File: src/rtl/pdn_pkg.sv
// Shared types and sizing helpers for the power-distribution sequencer.
package pdn_pkg;

    typedef enum logic [2:0] {
        OFF,
        UP_EN,
        UP_SETTLE,
        ON,
        DN_SETTLE,
        FAULT
    } pdn_state_e;

    // Step counter must hold the larger of the two compare limits.
    function automatic int cnt_width(input int timeout_cyc, input int settle_cyc);
        int m;
        m = (timeout_cyc > settle_cyc) ? timeout_cyc : settle_cyc;
        return $clog2(m + 1);
    endfunction

endpackage

File: src/rtl/pdn_sync2.sv
// Multi-bit two-flop synchroniser for the asynchronous power-good inputs.
module pdn_sync2 #(
    parameter int WIDTH = 1
) (
    input  logic             clk,
    input  logic             rst,
    input  logic [WIDTH-1:0] d_i,
    output logic [WIDTH-1:0] q_o
);

    logic [WIDTH-1:0] meta_q;
    logic [WIDTH-1:0] sync_q;

    always_ff @(posedge clk or posedge rst) begin
        if (rst) begin
            meta_q <= '0;
            sync_q <= '0;
        end else begin
            meta_q <= d_i;
            sync_q <= meta_q;
        end
    end

    assign q_o = sync_q;

endmodule

File: src/rtl/pdn_power_sequencer.sv
// Ordered power-up/power-down sequencer for NUM_DOMAINS supplies with
// power-good timeout and loss supervision.
module pdn_power_sequencer
    import pdn_pkg::*;
#(
    parameter int NUM_DOMAINS = 6,
    parameter int TIMEOUT_CYC = 1024,
    parameter int SETTLE_CYC  = 16,
    parameter int IDX_W       = $clog2(NUM_DOMAINS),
    parameter int CNT_W       = cnt_width(TIMEOUT_CYC, SETTLE_CYC)
) (
    input  logic                   clk,
    input  logic                   rst,
    input  logic                   pwr_req,
    input  logic [NUM_DOMAINS-1:0] pg,
    input  logic                   fault_clr,
    output logic [NUM_DOMAINS-1:0] en,
    output logic                   busy,
    output logic                   all_on,
    output logic                   fault,
    output logic [IDX_W-1:0]       fault_idx
);

    localparam logic [CNT_W-1:0] TO_LAST  = CNT_W'(TIMEOUT_CYC - 1);
    localparam logic [CNT_W-1:0] ST_LAST  = CNT_W'(SETTLE_CYC - 1);
    localparam logic [IDX_W-1:0] IDX_LAST = IDX_W'(NUM_DOMAINS - 1);

    pdn_state_e             state_q, state_d;
    logic [IDX_W-1:0]       idx_q, idx_d;
    logic [IDX_W-1:0]       fault_idx_q, fault_idx_d;
    logic [CNT_W-1:0]       cnt_q, cnt_d;
    logic [NUM_DOMAINS-1:0] en_q;
    logic                   busy_q, all_on_q, fault_q;

    logic [NUM_DOMAINS-1:0] pg_s;
    logic [NUM_DOMAINS-1:0] good_mask;
    logic [NUM_DOMAINS-1:0] lost;
    logic                   lost_any;
    logic [IDX_W-1:0]       lost_idx;

    pdn_sync2 #(
        .WIDTH(NUM_DOMAINS)
    ) u_pg_sync (
        .clk (clk),
        .rst (rst),
        .d_i (pg),
        .q_o (pg_s)
    );

    function automatic logic [NUM_DOMAINS-1:0] en_decode(input pdn_state_e st,
                                                         input logic [IDX_W-1:0] ix);
        logic [NUM_DOMAINS-1:0] e;
        e = '0;
        for (int j = 0; j < NUM_DOMAINS; j++) begin
            case (st)
                UP_EN, UP_SETTLE: e[j] = (j <= int'(ix));
                DN_SETTLE:        e[j] = (j < int'(ix));
                ON:               e[j] = 1'b1;
                default:          e[j] = 1'b0;
            endcase
        end
        return e;
    endfunction

    // Domains already reported good must stay good; the one being ramped is excluded in UP_EN.
    always_comb begin
        good_mask = '0;
        for (int j = 0; j < NUM_DOMAINS; j++) begin
            case (state_q)
                UP_EN:     good_mask[j] = (j < int'(idx_q));
                UP_SETTLE: good_mask[j] = (j <= int'(idx_q));
                ON:        good_mask[j] = 1'b1;
                default:   good_mask[j] = 1'b0;
            endcase
        end
    end

    assign lost     = good_mask & ~pg_s;
    assign lost_any = |lost;

    always_comb begin
        lost_idx = '0;
        for (int j = NUM_DOMAINS - 1; j >= 0; j--) begin
            if (lost[j]) lost_idx = IDX_W'(j);
        end
    end

    always_comb begin
        state_d     = state_q;
        idx_d       = idx_q;
        cnt_d       = cnt_q;
        fault_idx_d = fault_idx_q;
        case (state_q)
            OFF: begin
                if (pwr_req) begin
                    state_d = UP_EN;
                    idx_d   = '0;
                    cnt_d   = '0;
                end
            end
            UP_EN: begin
                if (lost_any) begin
                    state_d     = FAULT;
                    fault_idx_d = lost_idx;
                    cnt_d       = '0;
                end else if (!pwr_req) begin
                    state_d = DN_SETTLE;
                    cnt_d   = '0;
                end else if (pg_s[idx_q]) begin
                    state_d = UP_SETTLE;
                    cnt_d   = '0;
                end else if (cnt_q == TO_LAST) begin
                    state_d     = FAULT;
                    fault_idx_d = idx_q;
                    cnt_d       = '0;
                end else begin
                    cnt_d = cnt_q + CNT_W'(1);
                end
            end
            UP_SETTLE: begin
                if (lost_any) begin
                    state_d     = FAULT;
                    fault_idx_d = lost_idx;
                    cnt_d       = '0;
                end else if (!pwr_req) begin
                    state_d = DN_SETTLE;
                    cnt_d   = '0;
                end else if (cnt_q == ST_LAST) begin
                    cnt_d = '0;
                    if (idx_q == IDX_LAST) begin
                        state_d = ON;
                    end else begin
                        state_d = UP_EN;
                        idx_d   = idx_q + IDX_W'(1);
                    end
                end else begin
                    cnt_d = cnt_q + CNT_W'(1);
                end
            end
            ON: begin
                if (lost_any) begin
                    state_d     = FAULT;
                    fault_idx_d = lost_idx;
                end else if (!pwr_req) begin
                    state_d = DN_SETTLE;
                    idx_d   = IDX_LAST;
                    cnt_d   = '0;
                end
            end
            DN_SETTLE: begin
                // pwr_req is deliberately ignored until the ramp-down reaches OFF.
                if (cnt_q == ST_LAST) begin
                    cnt_d = '0;
                    if (idx_q == '0) begin
                        state_d = OFF;
                    end else begin
                        idx_d = idx_q - IDX_W'(1);
                    end
                end else begin
                    cnt_d = cnt_q + CNT_W'(1);
                end
            end
            FAULT: begin
                if (fault_clr && !pwr_req) begin
                    state_d     = OFF;
                    idx_d       = '0;
                    cnt_d       = '0;
                    fault_idx_d = '0;
                end
            end
            default: begin
                state_d = OFF;
                idx_d   = '0;
                cnt_d   = '0;
            end
        endcase
    end

    // Outputs are decoded from the next state so they line up with state_q.
    always_ff @(posedge clk or posedge rst) begin
        if (rst) begin
            state_q     <= OFF;
            idx_q       <= '0;
            cnt_q       <= '0;
            fault_idx_q <= '0;
            en_q        <= '0;
            busy_q      <= 1'b0;
            all_on_q    <= 1'b0;
            fault_q     <= 1'b0;
        end else begin
            state_q     <= state_d;
            idx_q       <= idx_d;
            cnt_q       <= cnt_d;
            fault_idx_q <= fault_idx_d;
            en_q        <= en_decode(state_d, idx_d);
            busy_q      <= (state_d inside {UP_EN, UP_SETTLE, DN_SETTLE});
            all_on_q    <= (state_d == ON);
            fault_q     <= (state_d == FAULT);
        end
    end

    assign en        = en_q;
    assign busy      = busy_q;
    assign all_on    = all_on_q;
    assign fault     = fault_q;
    assign fault_idx = fault_idx_q;

endmodule
File: config.mk
export PLATFORM = sky130hd
export DESIGN_NAME = pdn_power_sequencer
export DESIGN_NICKNAME = d
export VERILOG_FILES = /design/src/rtl/pdn_pkg.sv /design/src/rtl/pdn_sync2.sv /design/src/rtl/pdn_power_sequencer.sv
export SDC_FILE = /design/constraint.sdc
export NUM_CORES = 1
export LEC_CHECK = 0
export CAP_MARGIN = 20
export CELL_PAD_IN_SITES_DETAIL_PLACEMENT = 1
export CELL_PAD_IN_SITES_GLOBAL_PLACEMENT = 1
export CORE_ASPECT_RATIO = 0.9
export CORE_MARGIN = 4
export CORE_UTILIZATION = 48
export CTS_CLUSTER_DIAMETER = 120
export CTS_CLUSTER_SIZE = 12
export DETAILED_ROUTE_END_ITERATION = 10
export PLACE_DENSITY_LB_ADDON = 0.05
export RECOVER_POWER = 25
export SLEW_MARGIN = 20
export SYNTH_ARGS = -nofsm -noshare
export SYNTH_HDL_FRONTEND = slang
export SYNTH_SLANG_ARGS = --single-unit
export TNS_END_PERCENT = 100
File: constraint.sdc
create_clock -name clk -period 7.9 [get_ports clk]
set_input_delay 0.79 -clock clk [delete_from_list [all_inputs] [get_ports clk]]
set_output_delay 0.79 -clock clk [all_outputs]
set_load 0.01 [all_outputs]
# After elaboration in Yosys (flattened, before gate mapping)
# Index checks and enable logic that the tools add are counted.
# op_classes
add_sub_neg	3
n_mux	65
order_cmp	23
n_reduce_logical	12
n_bitwise	2
eq_ne	21
# op_table
operator	n
11-bit two-way mux	11
3-bit two-way mux	35
11-bit one-hot mux with 6 select lines	1
3-bit one-hot mux with 6 select lines	2
1-bit one-hot mux with 3 select lines	10
3-bit == test, second input constant	5
3-bit by 2-bit == test with 1-bit output, second input constant	4
2-bit by 3-bit less-or-equal comparator with 1-bit output, first input constant	4
3-bit less-or-equal comparator, first input constant	4
1-bit by 3-bit < comparator with 1-bit output, first input constant	4
2-bit by 3-bit < comparator with 1-bit output, first input constant	4
3-bit < comparator, first input constant	4
11-bit by 1-bit adder with 11-bit output, second input constant	1
11-bit by 10-bit == test with 1-bit output, second input constant	1
11-bit by 4-bit == test with 1-bit output, second input constant	1
3-bit != test, second input constant	3
3-bit one-hot mux with 3 select lines	1
2-bit != test, second input constant	4
6-bit bitwise AND	1
3-bit by 1-bit == test with 1-bit output, second input constant	2
1-bit by 3-bit less-or-equal comparator with 1-bit output, first input constant	2
3-bit zero test	2
6-bit inverter	1
6-bit AND reduction	1
other kinds (15)	18
# word_totals
input_bits	10
regBits	41
elab_cells	136

# Logic depth before layout (Yosys ltp)
# logic_depth
depth_word	12
depth_mapped	15

# Modules after synthesis
# From an unflattened synthesis, not the netlist that was laid out.
# hier_totals
cells_unflattened	274
hier_area_um2	2544.9
# modules_own_cells
mod	cells_each	instances	seq_area_each_um2	area_per_inst_um2
pdn_power_sequencer	261	1	725.7	2240.9
pdn_sync2	13	1	300.3	304.0

# Worst setup path after synthesis
# OpenSTA, ideal clock, no wires.
# synth_timing
path_type	register to register
startpoint	register idx_q[1]
endpoint	register en_q[5] (netlist: en[5])
setup_time_ns	0.092
setup_slack_ns	5.199
arrival_ns	2.610
stages_incl_launch_ff	13
path_buffers	2
required_time_ns	7.808
path_cell_list	dfrtp_1 -> buf_4 -> inv_1 -> ha_1 -> nor3_1 -> o311ai_2 -> a22oi_2 -> buf_4 -> nand2_1 -> or4_4 -> o211ai_2 -> o21ai_1 -> o31ai_2
# synth_between
word_cells_on_any_way	55
# synth_rtl
item	line_no	source
start, declared	pdn_power_sequencer.sv:29	logic [IDX_W-1:0] idx_q, idx_d;
start signal, assigned	pdn_power_sequencer.sv:192	idx_q <= idx_d;
1-bit by 3-bit less-or-equal comparator with 1-bit output, or another cell as far along	pdn_power_sequencer.sv:71	UP_SETTLE: good_mask[j] = (j <= int'(idx_q));
1-bit one-hot mux with 3 select lines, or another cell as far along	pdn_power_sequencer.sv:69	case (state_q)
6-bit bitwise AND or 3-bit two-way mux (tied branches)	pdn_power_sequencer.sv:78, pdn_power_sequencer.sv:128	
6-bit OR reduction or 3-bit two-way mux (tied branches)	pdn_power_sequencer.sv:79, pdn_power_sequencer.sv:125	
3-bit two-way mux (on tied branches)	pdn_power_sequencer.sv:141, pdn_power_sequencer.sv:121	
3-bit one-hot mux with 6 select lines *	pdn_power_sequencer.sv:93	case (state_q)
via idx_d[2]	pdn_power_sequencer.sv:29	
3-bit < comparator or 3-bit less-or-equal comparator (tied branches)	pdn_power_sequencer.sv:57, pdn_power_sequencer.sv:56	
1-bit one-hot mux with 3 select lines *	pdn_power_sequencer.sv:55	case (st)
end signal, assigned	pdn_power_sequencer.sv:195	en_q <= en_decode(state_d, idx_d);
end, declared	pdn_power_sequencer.sv:32	logic [NUM_DOMAINS-1:0] en_q;
# The timed path passes the listed nets; every way through them passes the cells marked *. The select of a mux whose other input is x is not followed.
# A chain may end at the register's enable or synchronous reset.

# Worst setup path after layout
# layout_timing
startpoint	register idx_q[1]
endpoint	register cnt_q[7]
# layout_between
elab_chain_cells	6
word_cells_on_any_way	28
# layout_lines
item	line_no	source
1-bit by 3-bit less-or-equal comparator with 1-bit output, or another cell as far along	pdn_power_sequencer.sv:71	
1-bit one-hot mux with 3 select lines, or another cell as far along	pdn_power_sequencer.sv:69	
6-bit bitwise AND or 11-bit two-way mux (tied branches)	pdn_power_sequencer.sv:78, pdn_power_sequencer.sv:109	
6-bit OR reduction or 11-bit two-way mux (tied branches)	pdn_power_sequencer.sv:79, pdn_power_sequencer.sv:106	
11-bit two-way mux, or another cell as far along	pdn_power_sequencer.sv:121	if (lost_any) begin
11-bit one-hot mux with 6 select lines or 4-bit AND reduction (tied branches)	--	
end signal, assigned	pdn_power_sequencer.sv:193	cnt_q <= cnt_d;
end, declared	pdn_power_sequencer.sv:31	logic [CNT_W-1:0] cnt_q, cnt_d;
# Parallel ways exist; a longest one is shown, timed or not. The select of a mux whose other input is x is not followed.

==> flow_metrics.env <==
export IMPL_grt_pass1_wl_um=11200
export IMPL_firstDrtPassIters=4
export IMPL_status="finished with violations"
export IMPL_cts_setup_buffers=0
export IMPL_portBuffers=21
export IMPL_dpl_worst_slack_ps=4270
export IMPL_p_clk_frac=0.197
export IMPL_combinationalPowerShare=0.444
export IMPL_detail_route_antenna_nets=0
export IMPL_synth_adder_area_share=0.0249
export IMPL_async_flop_share=1.00
export IMPL_viasPerCell=6.25
export IMPL_hold_viol_final=0
export IMPL_crit_chain="inv_1, ha_1, nor3_1, o311ai_2, a22oi_2, nand2_1, nor2_1, o22ai_1, a21oi_1, a31oi_1"
export IMPL_dieArea_um2=6450
export IMPL_start_util=0.507
export IMPL_antenna_cells=0
export IMPL_die_y_um=76.6
export IMPL_antenna_found_initial=0
export IMPL_finClkSkew_ps=3.86
export IMPL_synth_nets=287
export IMPL_drive_above_1_share=0.102
export IMPL_synthCells=272
export IMPL_swShare=0.426
export IMPL_violations="capacitance limit, slew limit"
export IMPL_finalWirelength_um=6730
export IMPL_switching_power_w=0.000366
export IMPL_synthDistinctLibCells=59
export IMPL_die_w_um=84.2
export IMPL_synth_edff_count=0
export IMPL_relSlewSlack=-0.462
export IMPL_cts_hold_buf=0
export IMPL_final_cell_mix="dfrtp_1, nor2_1, nand2_1, a21oi_1"
export IMPL_clk_pin_slew_ps=80
export IMPL_cts_max_level=2
export IMPL_cp_slowest_stage_delay_ps=730
export IMPL_final_util=0.567
export IMPL_finalNonFillerCells=348
export IMPL_drc=0
export IMPL_first_iter_violations=263
export IMPL_synth_xor_area_share=0.00698
export IMPL_synthMuxAreaShare=0.00798
export IMPL_rsz0062_at_grt="false"
export IMPL_place_detailed_instances=340
export IMPL_crit_path_top_delay_cell="a21oi_1"
export IMPL_synthToLayoutAreaGrowth_pct=11.9
export IMPL_clk_latency_ps=300
export IMPL_synth_seq_area_share=0.409
export IMPL_yosysWarnings=0
export IMPL_synth_compound_area_frac=0.275
export IMPL_crit_required_ps=8040
export IMPL_peakVddDrop_v=0.000142
export IMPL_core_area_um2=4950
export IMPL_final_common_cell="dfrtp_1"
export IMPL_cts_tree="done"
export IMPL_maxCapViolations=1
export IMPL_power_leakage_nw=1.16
export IMPL_path_class="register to register"
export IMPL_dr_total_vias=2175
export IMPL_postSynthAreaPerCell_um2=9.23
export IMPL_clock_path_buffers=2
export IMPL_path_delay_family="compound AO/OA/AOI/OAI gates"
export IMPL_netlist_area_um2=2510
export IMPL_yosys_area_share_simple=0.207
export IMPL_cts_sinks=41
export IMPL_synth_seq_cells=41
export IMPL_clockRootBuffer="clkbuf_8"
export IMPL_overflow=0
export IMPL_setup_tns_ps=0
export IMPL_fmax_mhz=274
export IMPL_numCtsBuffers=5
export IMPL_post_cts_resize_count=0
export IMPL_ios=22
export IMPL_ys_dominant_reg_cell="dfrtp_1"
export IMPL_p_int_w=0.000493
export IMPL_synth_top_family_by_area="compound AO/OA/AOI/OAI gates"
export IMPL_wire_per_inst_um=19.3
export IMPL_holdCritPathClass="register to register"
export IMPL_p_seq_frac=0.358
export IMPL_finalNetCount=297
export IMPL_worst_path_buf_inv=1
export IMPL_fin_crit_ps=3650
export IMPL_timing_final_crit_share=0.462
export IMPL_critPathArrivalTime_ps=3790
export IMPL_first_global_vias=2185
export IMPL_cp_max_fo=17
export IMPL_cp_start_kind="register"
export IMPL_p_per_area_nw_per_um2=306
export IMPL_fp_row_count=24
export IMPL_end_kind="register"
export IMPL_routabilityCongestion=0.914
export IMPL_setup_viol_count_final=0
export IMPL_maxSlewViolCount=42
export IMPL_setup_ws_ps=4250
export IMPL_grt_max_degree=42
export IMPL_worst_slew_pin_slew_ps=2190
export IMPL_grt_use_total=0.216
export IMPL_post_dp_hpwl_um=4780
==> Yosys cell counts, drive strengths merged (3+ instances only) <==
| cell type | number | area, um^2 |
|---|---|---|
| buf | 13 | 97.6 |
| nor4 | 5 | 52.6 |
| clkbuf | 6 | 22.5 |
| o21ai | 16 | 95.1 |
| nand3 | 9 | 57.6 |
| nand2b | 10 | 62.6 |
| and2 | 3 | 21.3 |
| and3 | 7 | 43.8 |
| nor2 | 24 | 90.1 |
| ha | 5 | 62.6 |
| a21oi | 16 | 80.1 |
| o22ai | 5 | 31.3 |
| nand2 | 22 | 85.1 |
| a21o | 4 | 30.0 |
| inv | 14 | 52.6 |
| o21bai | 4 | 30.0 |
| o31ai | 4 | 35.0 |
| dfrtp | 41 | 1030 |
| a31oi | 14 | 87.6 |
| nand4 | 6 | 37.5 |
| a211oi | 4 | 30.0 |
| o211ai | 4 | 40.0 |
| nor3 | 7 | 35.0 |
==> final cells by class <==
cell class | instances | area [um^2]
fillers | 566 | 2150
multi-input cells | 198 | 1320
flip-flops and latches | 41 | 1030
repair buffers | 22 | 214
well taps | 65 | 81.3
clock buffers | 6 | 72.6
inverters | 14 | 52.6
clock inverters | 2 | 38.8
==> state kept, by name (all words and copies together), names as in the netlist, 3 cells and up <==
signal / count
idx_q: 3
u_pg_sync.q_o: 6
fault_idx: 3
cnt_q: 11
u_pg_sync.meta_q: 6
en: 6
state_q: 3
==> path summary, 6_finish.rpt <==
| kind | startpoint | end | slack [ps] | depth (start not counted) |
|---|---|---|---|---|
| hold reg to reg | u_pg_sync.meta_q[1] | u_pg_sync.q_o[1] | 360 | 0 |
| setup / recovery | idx_q[1] | cnt_q[7] | 4250 | 10 |
| hold / removal | u_pg_sync.meta_q[1] | u_pg_sync.q_o[1] | 360 | 0 |
| min in group asynchronous | rst | cnt_q[1] | 1740 | 3 |
| max in group asynchronous | rst | u_pg_sync.meta_q[0] | 4920 | 3 |
| setup reg to reg | idx_q[1] | cnt_q[7] | 4250 | 10 |
==> cells by family (layout without fill, tap and decap cells) <==
family          Yosys count  count (layout)
compound gates           92              92
xor+xnor                  2               2
buf+inv                  33              44
flops                    41              41
mux                       2               2
simple gates             97              97
fa+ha+maj                 5               5
==> routing by layer <==
layer | up-vias | routed length, um | GRT usage
li1 | 1023 | - | -
met1 | 1095 | 3210 | 0.302
met2 | 45 | 3220 | 0.338
met3 | 12 | 216 | 0.0497
met4 | 0 | 87 | 0.0514
met5 | - | 0 | 0
==> per-stage QoR <==
step | cell area (um^2) | power, W | hold WS (ps)
after global routing | 2810 | 0.000923 | 373
after global placement | 2690 | 0.000673 | 332
after detailed placement | 2700 | 0.000688 | 341
after floorplan | 2510 | 0.000578 | 331
after CTS | 2810 | 0.000864 | 359
final | 2810 | 0.000859 | 356
==> power groups by stage <==
| stage | clock [W] | sequential (W) | combinational [W] |
|---|---|---|---|
| finish | 0.000170 | 0.000308 | 0.000381 |
| global route | 0.000188 | 0.000315 | 0.000420 |
| CTS | 0.000175 | 0.000306 | 0.000383 |
| detailed placement | 0 | 0.000310 | 0.000378 |
| global placement | 0 | 0.000306 | 0.000367 |
| floorplan | 0 | 0.000276 | 0.000302 |
Note: power is estimated with default switching activity, not from simulation.
